$ cat config.mk
export PLATFORM = sky130hd
export DESIGN_NAME = aes_inv_cipher_ctrl_flat
export DESIGN_NICKNAME = d
export VERILOG_FILES = /design/src/rtl/aes_pkg.sv /design/src/rtl/aes_inv_cipher_ctrl_if.sv /design/src/rtl/aes_step_hs.sv /design/src/rtl/aes_inv_cipher_ctrl.sv /design/src/flat_wrapper.sv
export SDC_FILE = /design/constraint.sdc
export NUM_CORES = 1
export LEC_CHECK = 0
export BUFFER_PORTS_ARGS = -buffer_cell sky130_fd_sc_hd__buf_2
export CORE_UTILIZATION = 47
export CTS_BUF_LIST = sky130_fd_sc_hd__clkbuf_4 sky130_fd_sc_hd__clkbuf_8
export CTS_CLUSTER_SIZE = 30
export DETAILED_ROUTE_END_ITERATION = 8
export PLACE_DENSITY = 0.66
export RECOVER_POWER = 100
export SYNTH_ARGS = -nofsm -noshare
export SYNTH_HDL_FRONTEND = slang
export SYNTH_HIERARCHICAL = 1
export SYNTH_SLANG_ARGS = --single-unit
$ cat constraint.sdc
create_clock -name clk -period 3.15 [get_ports clk]
set_clock_uncertainty 0.05 [all_clocks]
set_input_delay 0.4725 -clock clk [delete_from_list [all_inputs] [get_ports clk]]
set_output_delay 0.4725 -clock clk [all_outputs]
set_load 0.02 [all_outputs]
$ cat src/rtl/aes_pkg.sv
`default_nettype none
// +-----------------------------------------------------------------------------+
// | Package     : aes_pkg                                                       |
// | Description : Shared types and constants for the AES inverse-cipher         |
// |               sequencer: FSM state encoding, round counts for the three     |
// |               key sizes, step indices and a state-to-step decode helper.    |
// | Revision    : 1.0  initial release                                          |
// +-----------------------------------------------------------------------------+
package aes_pkg;

  // Round counts for AES-128 / AES-192 / AES-256
  localparam int NR_AES128 = 10;
  localparam int NR_AES192 = 12;
  localparam int NR_AES256 = 14;

  // Default width of the round index (wide enough for NR_AES256)
  localparam int AES_ROUND_W = 4;

  // Datapath steps driven by the sequencer, one valid/done pair each
  localparam int NUM_STEPS      = 5;
  localparam int STEP_KEYEXP    = 0;
  localparam int STEP_ARK       = 1;
  localparam int STEP_INV_SHIFT = 2;
  localparam int STEP_INV_SUB   = 3;
  localparam int STEP_INV_MIX   = 4;

  typedef enum logic [3:0] {
    ST_IDLE      = 4'd0,
    ST_KEY_EXP   = 4'd1,
    ST_ARK_INIT  = 4'd2,
    ST_INV_SHIFT = 4'd3,
    ST_INV_SUB   = 4'd4,
    ST_ARK       = 4'd5,
    ST_INV_MIX   = 4'd6,
    ST_DONE      = 4'd7,
    ST_ERR       = 4'd8
  } state_t;

  // One-hot step owned by a state; zero for IDLE/DONE/ERR and unused codes.
  // ARK_INIT and ARK share the AddRoundKey step.
  function automatic logic [NUM_STEPS-1:0] step_of(input state_t s);
    logic [NUM_STEPS-1:0] m;
    m = '0;
    case (s)
      ST_KEY_EXP:           m[STEP_KEYEXP]    = 1'b1;
      ST_ARK_INIT, ST_ARK:  m[STEP_ARK]       = 1'b1;
      ST_INV_SHIFT:         m[STEP_INV_SHIFT] = 1'b1;
      ST_INV_SUB:           m[STEP_INV_SUB]   = 1'b1;
      ST_INV_MIX:           m[STEP_INV_MIX]   = 1'b1;
      default:              m                 = '0;
    endcase
    return m;
  endfunction

endpackage
`default_nettype wire

$ cat src/rtl/aes_inv_cipher_ctrl_if.sv
`default_nettype none
// +-----------------------------------------------------------------------------+
// | Interface   : aes_inv_cipher_ctrl_if                                        |
// | Description : Host and datapath-step handshake bundle of the AES inverse-   |
// |               cipher sequencer.                                             |
// |               Host side : start, reuse_key -> ; <- busy, done, error        |
// |               Step side : <- round, valid_* ; done_* ->                     |
// |               master = sequencer, slave = host/datapath environment.        |
// |               error exists only when AES_INV_TIMEOUT_EN is defined.         |
// | Revision    : 1.0  initial release                                          |
// +-----------------------------------------------------------------------------+
interface aes_inv_cipher_ctrl_if #(
  parameter int ROUND_W = 4
);
  logic               start;
  logic               reuse_key;
  logic               busy;
  logic               done;
  logic [ROUND_W-1:0] round;
  logic               valid_keyexp;
  logic               valid_ark;
  logic               valid_invshift;
  logic               valid_invsub;
  logic               valid_invmix;
  logic               done_keyexp;
  logic               done_ark;
  logic               done_invshift;
  logic               done_invsub;
  logic               done_invmix;
`ifdef AES_INV_TIMEOUT_EN
  logic               error;

  modport master (
    input  start, reuse_key,
    input  done_keyexp, done_ark, done_invshift, done_invsub, done_invmix,
    output busy, done, round, error,
    output valid_keyexp, valid_ark, valid_invshift, valid_invsub, valid_invmix
  );

  modport slave (
    output start, reuse_key,
    output done_keyexp, done_ark, done_invshift, done_invsub, done_invmix,
    input  busy, done, round, error,
    input  valid_keyexp, valid_ark, valid_invshift, valid_invsub, valid_invmix
  );
`else
  modport master (
    input  start, reuse_key,
    input  done_keyexp, done_ark, done_invshift, done_invsub, done_invmix,
    output busy, done, round,
    output valid_keyexp, valid_ark, valid_invshift, valid_invsub, valid_invmix
  );

  modport slave (
    output start, reuse_key,
    output done_keyexp, done_ark, done_invshift, done_invsub, done_invmix,
    input  busy, done, round,
    input  valid_keyexp, valid_ark, valid_invshift, valid_invsub, valid_invmix
  );
`endif
endinterface
`default_nettype wire

$ cat src/rtl/aes_step_hs.sv
`default_nettype none
// +-----------------------------------------------------------------------------+
// | Module      : aes_step_hs                                                   |
// | Description : Valid register for one datapath step. set raises valid on the |
// |               edge that enters the step, clr drops it on the edge that      |
// |               leaves it (normally the edge sampling the step's done).       |
// |               With AES_INV_TIMEOUT_EN a cycle counter runs while valid is   |
// |               high and flags timeout on the TIMEOUT-th cycle.               |
// | Ports       : clk, rst (async, active-high), set, clr -> valid [, timeout]  |
// | Revision    : 1.0  initial release                                          |
// +-----------------------------------------------------------------------------+
module aes_step_hs #(
  parameter int TIMEOUT = 64
) (
  input  logic clk,
  input  logic rst,
  input  logic set,
  input  logic clr,
`ifdef AES_INV_TIMEOUT_EN
  output logic timeout,
`endif
  output logic valid
);

  logic r_valid;

  always_ff @(posedge clk or posedge rst) begin
    if (rst) begin
      r_valid <= 1'b0;
    end else if (set) begin
      r_valid <= 1'b1;
    end else if (clr) begin
      r_valid <= 1'b0;
    end
  end

  assign valid = r_valid;

`ifdef AES_INV_TIMEOUT_EN
  localparam int CNT_W = (TIMEOUT > 1) ? $clog2(TIMEOUT) : 1;

  logic [CNT_W-1:0] r_cnt;

  // r_cnt holds the number of edges already spent in the step; the edge that
  // would make it TIMEOUT is the one that must abort.
  always_ff @(posedge clk or posedge rst) begin
    if (rst) begin
      r_cnt <= '0;
    end else if (set) begin
      r_cnt <= '0;
    end else if (r_valid) begin
      r_cnt <= r_cnt + CNT_W'(1);
    end
  end

  assign timeout = r_valid && (r_cnt == CNT_W'(TIMEOUT - 1));
`endif

endmodule
`default_nettype wire

$ cat src/rtl/aes_inv_cipher_ctrl.sv
`default_nettype none
// +-----------------------------------------------------------------------------+
// | Module      : aes_inv_cipher_ctrl                                           |
// | Description : Sequencer for AES decryption. Walks the inverse datapath      |
// |               (key expansion, AddRoundKey, InvShiftRows, InvSubBytes,       |
// |               InvMixColumns) over per-step valid/done handshakes with the   |
// |               round index counting down from NR to 0. Control only.         |
// | Ports       : clk, rst (async, active-high), bus (aes_inv_cipher_ctrl_if    |
// |               master: start/reuse_key in, busy/done/round/valid_* out,      |
// |               done_* in, error out when enabled).                           |
// | Options     : AES_INV_TIMEOUT_EN - per-step timeout into a sticky ERR state |
// | Revision    : 1.0  initial release                                          |
// +-----------------------------------------------------------------------------+
module aes_inv_cipher_ctrl
  import aes_pkg::*;
#(
  parameter int NR      = 10,
  parameter int ROUND_W = 4,
  parameter int TIMEOUT = 64
) (
  input  logic                  clk,
  input  logic                  rst,
  aes_inv_cipher_ctrl_if.master bus
);

  localparam logic [ROUND_W-1:0] c_nr = ROUND_W'(NR);

  state_t               r_state;
  state_t               w_state_nx;
  logic [ROUND_W-1:0]   r_round;
  logic [ROUND_W-1:0]   w_round_nx;
  logic                 r_key_ok;
  logic                 w_key_ok_nx;

  logic [NUM_STEPS-1:0] w_done_in;
  logic [NUM_STEPS-1:0] w_cur_step;
  logic [NUM_STEPS-1:0] w_nx_step;
  logic [NUM_STEPS-1:0] w_set;
  logic [NUM_STEPS-1:0] w_clr;
  logic [NUM_STEPS-1:0] w_valid;
  logic                 w_step_done;

  assign w_done_in = {bus.done_invmix, bus.done_invsub, bus.done_invshift,
                      bus.done_ark, bus.done_keyexp};

  // Only the done belonging to the active step counts; strays are ignored.
  assign w_cur_step  = step_of(r_state);
  assign w_nx_step   = step_of(w_state_nx);
  assign w_step_done = |(w_cur_step & w_done_in);

`ifdef AES_INV_TIMEOUT_EN
  logic [NUM_STEPS-1:0] w_timeout;
  logic                 w_step_timeout;

  // A done arriving on the timeout cycle still wins.
  assign w_step_timeout = (|(w_cur_step & w_timeout)) && !w_step_done;
`endif

  // ---------------------------------------------------------------------------
  // State register
  // ---------------------------------------------------------------------------
  always_ff @(posedge clk or posedge rst) begin
    if (rst) begin
      r_state  <= ST_IDLE;
      r_round  <= '0;
      r_key_ok <= 1'b0;
    end else begin
      r_state  <= w_state_nx;
      r_round  <= w_round_nx;
      r_key_ok <= w_key_ok_nx;
    end
  end

  // ---------------------------------------------------------------------------
  // Next-state logic
  // ---------------------------------------------------------------------------
  always_comb begin
    w_state_nx  = r_state;
    w_round_nx  = r_round;
    w_key_ok_nx = r_key_ok;

    case (r_state)
      ST_IDLE, ST_DONE, ST_ERR: begin
        if (bus.start) begin
          if (bus.reuse_key && r_key_ok) begin
            w_state_nx = ST_ARK_INIT;
            w_round_nx = c_nr;
          end else begin
            w_state_nx = ST_KEY_EXP;
          end
        end
      end
      ST_KEY_EXP: begin
        if (bus.done_keyexp) begin
          w_key_ok_nx = 1'b1;
          w_round_nx  = c_nr;
          w_state_nx  = ST_ARK_INIT;
        end
      end
      ST_ARK_INIT: begin
        if (bus.done_ark) begin
          w_round_nx = r_round - ROUND_W'(1);
          w_state_nx = ST_INV_SHIFT;
        end
      end
      ST_INV_SHIFT: begin
        if (bus.done_invshift) begin
          w_state_nx = ST_INV_SUB;
        end
      end
      ST_INV_SUB: begin
        if (bus.done_invsub) begin
          w_state_nx = ST_ARK;
        end
      end
      ST_ARK: begin
        // The final round has no InvMixColumns; round is never decremented
        // past 0 because ARK(0) leads straight to DONE.
        if (bus.done_ark) begin
          w_state_nx = (r_round != '0) ? ST_INV_MIX : ST_DONE;
        end
      end
      ST_INV_MIX: begin
        if (bus.done_invmix) begin
          w_round_nx = r_round - ROUND_W'(1);
          w_state_nx = ST_INV_SHIFT;
        end
      end
      default: begin
        w_state_nx = ST_IDLE;
      end
    endcase

`ifdef AES_INV_TIMEOUT_EN
    if (w_step_timeout) begin
      w_state_nx = ST_ERR;
    end
`endif
  end

  // ---------------------------------------------------------------------------
  // Per-step valid registers. Consecutive states never share a step, so a
  // valid rises when the next state owns the step and the current one does
  // not, and falls whenever the next state does not own it (done, timeout,
  // or recovery from an illegal state).
  // ---------------------------------------------------------------------------
  assign w_set = w_nx_step & ~w_cur_step;
  assign w_clr = ~w_nx_step;

  for (genvar i = 0; i < NUM_STEPS; i++) begin : g_step
    aes_step_hs #(
      .TIMEOUT (TIMEOUT)
    ) u_hs (
      .clk     (clk),
      .rst     (rst),
      .set     (w_set[i]),
      .clr     (w_clr[i]),
`ifdef AES_INV_TIMEOUT_EN
      .timeout (w_timeout[i]),
`endif
      .valid   (w_valid[i])
    );
  end

  // ---------------------------------------------------------------------------
  // Outputs
  // ---------------------------------------------------------------------------
  assign bus.valid_keyexp   = w_valid[STEP_KEYEXP];
  assign bus.valid_ark      = w_valid[STEP_ARK];
  assign bus.valid_invshift = w_valid[STEP_INV_SHIFT];
  assign bus.valid_invsub   = w_valid[STEP_INV_SUB];
  assign bus.valid_invmix   = w_valid[STEP_INV_MIX];

  assign bus.round = r_round;
  assign bus.done  = (r_state == ST_DONE);
  assign bus.busy  = (r_state != ST_IDLE) && (r_state != ST_DONE) &&
                     (r_state != ST_ERR);
`ifdef AES_INV_TIMEOUT_EN
  assign bus.error = (r_state == ST_ERR);
`endif

endmodule
`default_nettype wire

$ cat src/flat_wrapper.sv
// flat-port wrapper written by rule: the top's interface ports become plain ports
module aes_inv_cipher_ctrl_flat import aes_pkg::*;
#(
  parameter int NR      = 10,
  parameter int ROUND_W = 4,
  parameter int TIMEOUT = 64
)
  (clk, rst, bus_start, bus_reuse_key, bus_done_keyexp, bus_done_ark, bus_done_invshift, bus_done_invsub, bus_done_invmix, bus_busy, bus_done, bus_round, bus_valid_keyexp, bus_valid_ark, bus_valid_invshift, bus_valid_invsub, bus_valid_invmix);
  aes_inv_cipher_ctrl_if #(.ROUND_W(ROUND_W)) bus_i ();
  input  logic clk;
  input  logic rst;
  input wire logic [$bits(bus_i.start)-1:0] bus_start;
  input wire logic [$bits(bus_i.reuse_key)-1:0] bus_reuse_key;
  input wire logic [$bits(bus_i.done_keyexp)-1:0] bus_done_keyexp;
  input wire logic [$bits(bus_i.done_ark)-1:0] bus_done_ark;
  input wire logic [$bits(bus_i.done_invshift)-1:0] bus_done_invshift;
  input wire logic [$bits(bus_i.done_invsub)-1:0] bus_done_invsub;
  input wire logic [$bits(bus_i.done_invmix)-1:0] bus_done_invmix;
  output wire logic [$bits(bus_i.busy)-1:0] bus_busy;
  output wire logic [$bits(bus_i.done)-1:0] bus_done;
  output wire logic [$bits(bus_i.round)-1:0] bus_round;
  output wire logic [$bits(bus_i.valid_keyexp)-1:0] bus_valid_keyexp;
  output wire logic [$bits(bus_i.valid_ark)-1:0] bus_valid_ark;
  output wire logic [$bits(bus_i.valid_invshift)-1:0] bus_valid_invshift;
  output wire logic [$bits(bus_i.valid_invsub)-1:0] bus_valid_invsub;
  output wire logic [$bits(bus_i.valid_invmix)-1:0] bus_valid_invmix;
  assign bus_i.start = bus_start;
  assign bus_i.reuse_key = bus_reuse_key;
  assign bus_i.done_keyexp = bus_done_keyexp;
  assign bus_i.done_ark = bus_done_ark;
  assign bus_i.done_invshift = bus_done_invshift;
  assign bus_i.done_invsub = bus_done_invsub;
  assign bus_i.done_invmix = bus_done_invmix;
  assign bus_busy = bus_i.busy;
  assign bus_done = bus_i.done;
  assign bus_round = bus_i.round;
  assign bus_valid_keyexp = bus_i.valid_keyexp;
  assign bus_valid_ark = bus_i.valid_ark;
  assign bus_valid_invshift = bus_i.valid_invshift;
  assign bus_valid_invsub = bus_i.valid_invsub;
  assign bus_valid_invmix = bus_i.valid_invmix;
  aes_inv_cipher_ctrl #(.NR(NR), .ROUND_W(ROUND_W), .TIMEOUT(TIMEOUT)) u_core (.clk(clk), .rst(rst), .bus(bus_i));
endmodule
==> impl_metrics.tcl, run 1 <==
set metrics [dict create \
    gp_routability_congestion 0.8676 \
    grt_pass1_vias 817 \
    core_um2 2042 \
    critPathArrivalTime_ns 2.64 \
    grt_pass1_wl_mm 4.008 \
    path_buf_inv 0 \
    synth_top_area_frac 0.3275 \
    die_w_um 49.71 \
    drt-initial-drc-count 32 \
    slew_viol_final 0 \
    clockBufferDepth 2 \
    fmax_mhz 398.0 \
    setup_viol 0 \
    antenna_found_initial 0 \
    n_antenna_cell 0 \
    fin_cells 170 \
    wl_per_cell_um 13.76 \
    cp_slowest_stage_delay_ns 0.65 \
    grt_usage 0.2145 \
    ys_seq_area_frac 0.3275 \
    drv_cap 0 \
    yosysTopAreaCell "dfrtp_1" \
    io_buffers 19 \
    routed_wl_mm 2.340 \
    worstSetupPathType "flop to flop" \
    vias_per_cell 5.524 \
    via_count 939 \
    vdd_drop_max_uv 553.5 \
    fin_tns_setup_ns 0 \
    ys.flop_type "dfrtp_1" \
    yosysUniqueCellTypes 44 \
    finalCritPeriodShare 0.7977 \
    finalHoldViolations 0 \
    ant_nets 0 \
    synthCells 127 \
    post-route-drc-count 0 \
    power.density_nw_per_um2 1049 \
    ys.warnings.count 6 \
    crit_fanout 15 \
    final_common_cell "inv_1" \
    post-route-min-period_ns 2.513 \
    synth_fp_nets 137 \
    synth_edf_count 0 \
    syn2layout_area_growth_pct 9.473 \
    root_buffer "clkbuf_4" \
    hpwl_mm 1.789 \
    io_pins 20 \
    path_clk_slew_ns 0.08 \
    most-common-layout-cells "inv_1, dfrtp_1, clkbuf_1, nor2_1" \
    cp_slowest_cell "or4b_1" \
    cts_resized 0 \
    max-slew-margin-rel 0.6662 \
    rsz0062_at_grt "no" \
    critPathCaptureType "flop" \
    drtPass1Iterations 4 \
    crit_path_start_kind "flop" \
    overflow 0 \
    synth.cell_area_um2 1070 \
    synth_area_leaders "dfrtp_1, inv_1, a21o_1, nand2b_1, o21ai_0" \
    insertion_delay_ns 0.28 \
    rows 16 \
    cp.required_ns 3.28 \
    outcome "completed" \
    numCtsBuffers 3 \
    dp.cells 165 \
    leakage_nw 0.5945 \
    grt_max_degree 21 \
    htree_levels 1 \
    min_path_type "flop to flop" \
    syn_area_per_cell_um2 8.423 \
    tightest_slew_ns 0.4985 \
    die_area_um2 2471 \
    cp_cell_sequence "or4b_1 -> a2bb2oi_1 -> o2111a_1 -> a211o_1 -> and4b_1 -> a21o_1" \
    drive_gt1_frac 0.1119 \
    layout.nets 154 \
    start_util 0.5239 \
    cts_tree "done" \
    async_reset_ff_frac 1.000 \
    path_delay_family "simple AND/OR/NAND/NOR gates" \
    dieHeight_um 49.71 \
    cts_sinks 14 \
    yosys_register_bits 14 \
]
cell families (layout without fill, tap and decap cells):
logic type,after synthesis,after routing,share of synthesized area
fa+ha+maj,1,1,0.01169
flops,14,14,0.3275
simple gates,46,46,0.2702
mux,4,4,0.03860
compound gates,37,37,0.2479
buf+inv,25,41,0.1041
routing by layer:
layer	track usage	wire length [um]	up-vias
li1	-	-	481
met1	0.3171	1184	430
met2	0.3176	1020	24
met3	0.03086	109	4
met4	0.07143	27	0
met5	0	0	-
path summary, 6_finish.rpt:
path	slack [ns]	end	start	cells past startpoint
worst max-delay path	0.64	u_core/g_step[0].u_hs/valid	u_core/r_state[3]	6
worst min-delay path	0.44	u_core/g_step[1].u_hs/valid	u_core/g_step[1].u_hs/valid	1
worst max register to register	0.64	u_core/g_step[0].u_hs/valid	u_core/r_state[3]	6
worst min register to register	0.44	u_core/g_step[1].u_hs/valid	u_core/g_step[1].u_hs/valid	1
max in group asynchronous	2.07	u_core/r_state[2]	rst	3
min in group asynchronous	0.57	u_core/g_step[1].u_hs/valid	rst	3
cell type report:
class	instances	area [um^2]
repair buffers	20	90.09
inverters	17	63.81
flip-flops and latches	14	350.3
clock buffers	4	36.28
multi-input cells	88	596.8
fillers	218	870.8
well taps	27	33.78
metrics by stage:
stage | cell area (um^2) | util | setup WS, ns | hold WS [ns] | power, mW
finish | 1171 | 0.5735 | 0.6374 | 0.4353 | 1.229
global route | 1171 | 0.5735 | 0.5177 | 0.4470 | 1.347
floorplan | 1070 | - | 0.8250 | 0.1512 | 0.9948
CTS | 1197 | 0.5864 | 0.6923 | 0.4370 | 1.255
global placement | 1151 | 0.5637 | 0.7477 | 0.3065 | 1.111
detailed placement | 1151 | 0.5637 | 0.7239 | 0.3113 | 1.113
timing repair:
item	in CTS	in global routing
hold buffers	1	0
setup buffers	0	0
endpoints found under the hold margin	5	0
endpoints found under the setup margin	0	0
state kept, by name, summed over array words and instances (netlist names):
| register | cells |
|---|---|
| u_core/g_step.u_hs/valid | 5 |
| u_core/bus.round | 4 |
| u_core/r_state | 4 |
| u_core/r_key_ok | 1 |
cells in the mapped netlist (all sizes together), types with 2 or more instances:
library cell / count
a21o: 6
o21ba: 2
o21ai: 8
nand2: 5
inv: 17
dfrtp: 14
mux2i: 3
clkbuf: 3
buf: 5
a21oi: 5
a211oi: 2
nor2b: 3
nand3: 3
o21bai: 2
nor3: 4
and4b: 2
o211ai: 2
nor2: 9
nand2b: 7
nand3b: 4
power by group:
group / internal [mW] / total (mW) / leakage (nW) / switching, mW
Clock: 0.0704 / 0.130 / 0.0210 / 0.0600
Combinational: 0.310 / 0.740 / 0.401 / 0.430
Sequential: 0.249 / 0.358 / 0.172 / 0.109
(Power assumes the default switching activity.)
==> inputs of run 2 (changes only) <==
--- a/config.mk
+++ b/config.mk
@@ -5,12 +5,13 @@
 export SDC_FILE = /design/constraint.sdc
 export NUM_CORES = 1
 export LEC_CHECK = 0
+export ABC_AREA = 1
 export BUFFER_PORTS_ARGS = -buffer_cell sky130_fd_sc_hd__buf_2
 export CORE_UTILIZATION = 47
 export CTS_BUF_LIST = sky130_fd_sc_hd__clkbuf_4 sky130_fd_sc_hd__clkbuf_8
 export CTS_CLUSTER_SIZE = 30
 export DETAILED_ROUTE_END_ITERATION = 8
-export PLACE_DENSITY = 0.66
+export PLACE_DENSITY = 0.69
 export RECOVER_POWER = 100
 export SYNTH_ARGS = -nofsm -noshare
 export SYNTH_HDL_FRONTEND = slang
==> constraint.sdc (replaced) <==
create_clock -name clk -period 2.2 [get_ports clk]
set_clock_uncertainty 0.05 [all_clocks]
set_input_delay 0.33 -clock clk [delete_from_list [all_inputs] [get_ports clk]]
set_output_delay 0.33 -clock clk [all_outputs]
set_load 0.02 [all_outputs]
==> run 2 against run 1 <==
  * Routed wire length decreased by 3.0%
  * Sequential power increased by 20%
  * Clock power increased by 39%
  * Flip-flop and latch count unchanged
  * Worst hold slack got worse by 0.17 ns
==> impl_metrics.tcl, run 2 <==
set metrics [dict create \
    ys_seq_area_frac 0.3345 \
    gp_routability_congestion 0.9073 \
    yosysUniqueCellTypes 22 \
    synth_fp_nets 168 \
    grt_usage 0.2197 \
    critPathCaptureType "flop" \
    cp_slowest_cell "dfrtp_1" \
    path_clk_slew_ns 0.09 \
    yosys_register_bits 14 \
    cts_sinks 14 \
    synth_edf_count 0 \
    io_pins 20 \
    largest_reg_flops 5 \
    ys.flop_type "dfrtp_1" \
    syn_area_per_cell_um2 6.628 \
    layout.nets 193 \
    synth_commonest_cells "nand2_1, inv_1, dfrtp_1, nor2_1, nand3_1" \
    async_reset_ff_frac 1.000 \
    ys.warnings.count 6 \
    grt_pass1_wl_mm 4.195 \
    grt_max_degree 10 \
    design_area_um2 1174 \
    r2r_slack_ns 0.37 \
    drv_cap 0 \
    finalHoldViolations 0 \
    min_path_type "input pin to flop" \
    whs_path_depth 2 \
    antenna_found_initial 0 \
    cts_hold_buf 1 \
    fin_cells 209 \
    drtPass1Iterations 4 \
    hpwl_mm 1.898 \
    cts_resized 0 \
    insertion_delay_ns 0.27 \
    final_common_cell "nand2_1" \
    core_um2 2022 \
    place_area_um2 1176 \
    slew_viol_final 0 \
    power.density_nw_per_um2 1407 \
    rows 16 \
    postCtsSetupBuffers 0 \
    worstSetupPathType "flop to flop" \
    ant_nets 0 \
    r2r_start "u_core/r_state[3]" \
    crit_fanout 6 \
    syn2layout_area_growth_pct 12.07 \
    rr_endpoint "u_core/g_step[1].u_hs/valid" \
    path_delay_family "simple AND/OR/NAND/NOR gates" \
    htree_levels 1 \
    root_buffer "clkbuf_4" \
    cp_slowest_stage_delay_ns 0.45 \
    synth_top_area_frac 0.3345 \
    fin_tns_setup_ns 0 \
    fillCellCount 229 \
    setup_viol 0 \
    numCtsBuffers 3 \
    path_buf_inv 1 \
    clockBufferDepth 2 \
    via_count 1013 \
    max-slew-margin-rel 0.7214 \
    finalCritPeriodShare 0.8300 \
    post-route-min-period_ns 1.826 \
    synth.cell_area_um2 1047 \
    overflow 0 \
    worstSetupPathDepth 9 \
    die_area_um2 2421 \
    leakage_nw 0.7162 \
    vias_per_cell 4.847 \
    drive_gt1_frac 0.1429 \
    drt-initial-drc-count 36 \
    start_util 0.5179 \
    r2r_cells 9 \
    tightest_slew_ns 0.4163 \
    critPathArrivalTime_ns 1.99 \
    die_w_um 49.21 \
    grt_pass1_vias 1015 \
    worst_path_most_repeated_cell "nand2_1" \
    dieHeight_um 49.21 \
    cts_tree "done" \
    rsz0062_at_grt "no" \
    dp.cells 204 \
    cp_cell_sequence "nor2_1 -> nand3_1 -> nand2_1 -> nor2_1 -> nand2_1 -> nand3_1 -> a21oi_2 -> inv_1 -> nand2_1" \
    wl_per_cell_um 10.86 \
    n_antenna_cell 0 \
    crit_path_start_kind "flop" \
    fmax_mhz 547.6 \
    synth_most_common_cell "nand2_1" \
    vdd_drop_max_uv 854.8 \
    routed_wl_mm 2.269 \
    synth_area_leaders "dfrtp_1, nand2_1, inv_1, nand3_1, nor2_1" \
    final_core_util 0.5804 \
    post-route-drc-count 0 \
    holdPathEnd "u_core/r_state[3]" \
    io_buffers 19 \
    hp-start "bus_start" \
    yosysTopAreaCell "dfrtp_1" \
    cp.required_ns 2.36 \
    synthCells 158 \
    most-common-layout-cells "nand2_1, inv_1, nor2_1, nand3_1, dfrtp_1" \
    whs_ns 0.2676 \
    outcome "completed" \
]
==> run 2: cell count changes in the layout (fill, tap and decap cells not counted), sizes merged, moves of 3 or more <==
cell and delta:
a21o -6, inv +23, mux2i -3, nand2 +42
nand2b -7, nand3 +15, nand3b -3, nor2 +10
nor2b -3
==> run 2: routing by layer <==
metal	up-vias	wire [um]	track usage
li1	527	-	-
met2	29	1012	0.3767
met3	4	134	0.03738
met5	-	0	0
met1	453	1092	0.2798
met4	0	30	0.06373
==> run 2: final cells by class <==
cell class / count / area, um^2 / area share
multi-input combinational: 104 / 510.5 / 0.4350
sequential: 14 / 350.3 / 0.2985
inverter: 40 / 150.1 / 0.1279
timing repair buffer: 20 / 92.59 / 0.07889
clock buffer: 4 / 36.28 / 0.03092
tap: 27 / 33.78 / 0.02878
==> run 2: logic make-up after synthesis <==
| family | count (synthesis) | share of synthesized area |
|---|---|---|
| flops | 14 | 0.3345 |
| fa+ha+maj | 1 | 0.01195 |
| buf+inv | 40 | 0.1434 |
| compound gates | 12 | 0.06093 |
| xor+xnor | 1 | 0.008365 |
| simple gates | 90 | 0.4409 |
==> run 2: worst max-delay path by stage <==
stage | from | end | slack [ns]
floorplan | u_core/bus.round[0] | u_core/g_step[1].u_hs/valid | 0.56
global placement | u_core/r_state[0] | u_core/g_step[1].u_hs/valid | 0.54
detailed placement | u_core/r_state[0] | u_core/g_step[1].u_hs/valid | 0.54
CTS | u_core/r_state[2] | bus_busy | 0.43
global route | u_core/r_state[1] | u_core/bus.round[2] | 0.20
finish | u_core/r_state[3] | u_core/g_step[1].u_hs/valid | 0.37
==> run 2: worst reg2reg max path, cell delays in order (launching register included) <==
cell	delay, ns
dfrtp_1	0.45
nor2_1	0.37
nand3_1	0.23
nand2_1	0.11
nor2_1	0.05
nand2_1	0.13
nand3_1	0.13
a21oi_2	0.16
inv_1	0.05
nand2_1	0.05
==> run 2: metrics by stage <==
stage	power [mW]	setup slack, ns
after CTS	1.745	0.4340
after global routing	1.839	0.1977
after floorplan	1.294	0.5650
final	1.652	0.3739
after detailed placement	1.555	0.5446
after global placement	1.549	0.5401
==> run 2: power by group <==
group	internal (mW)	switching (mW)
Clock	0.101	0.0803
Combinational	0.320	0.723
Sequential	0.348	0.0796
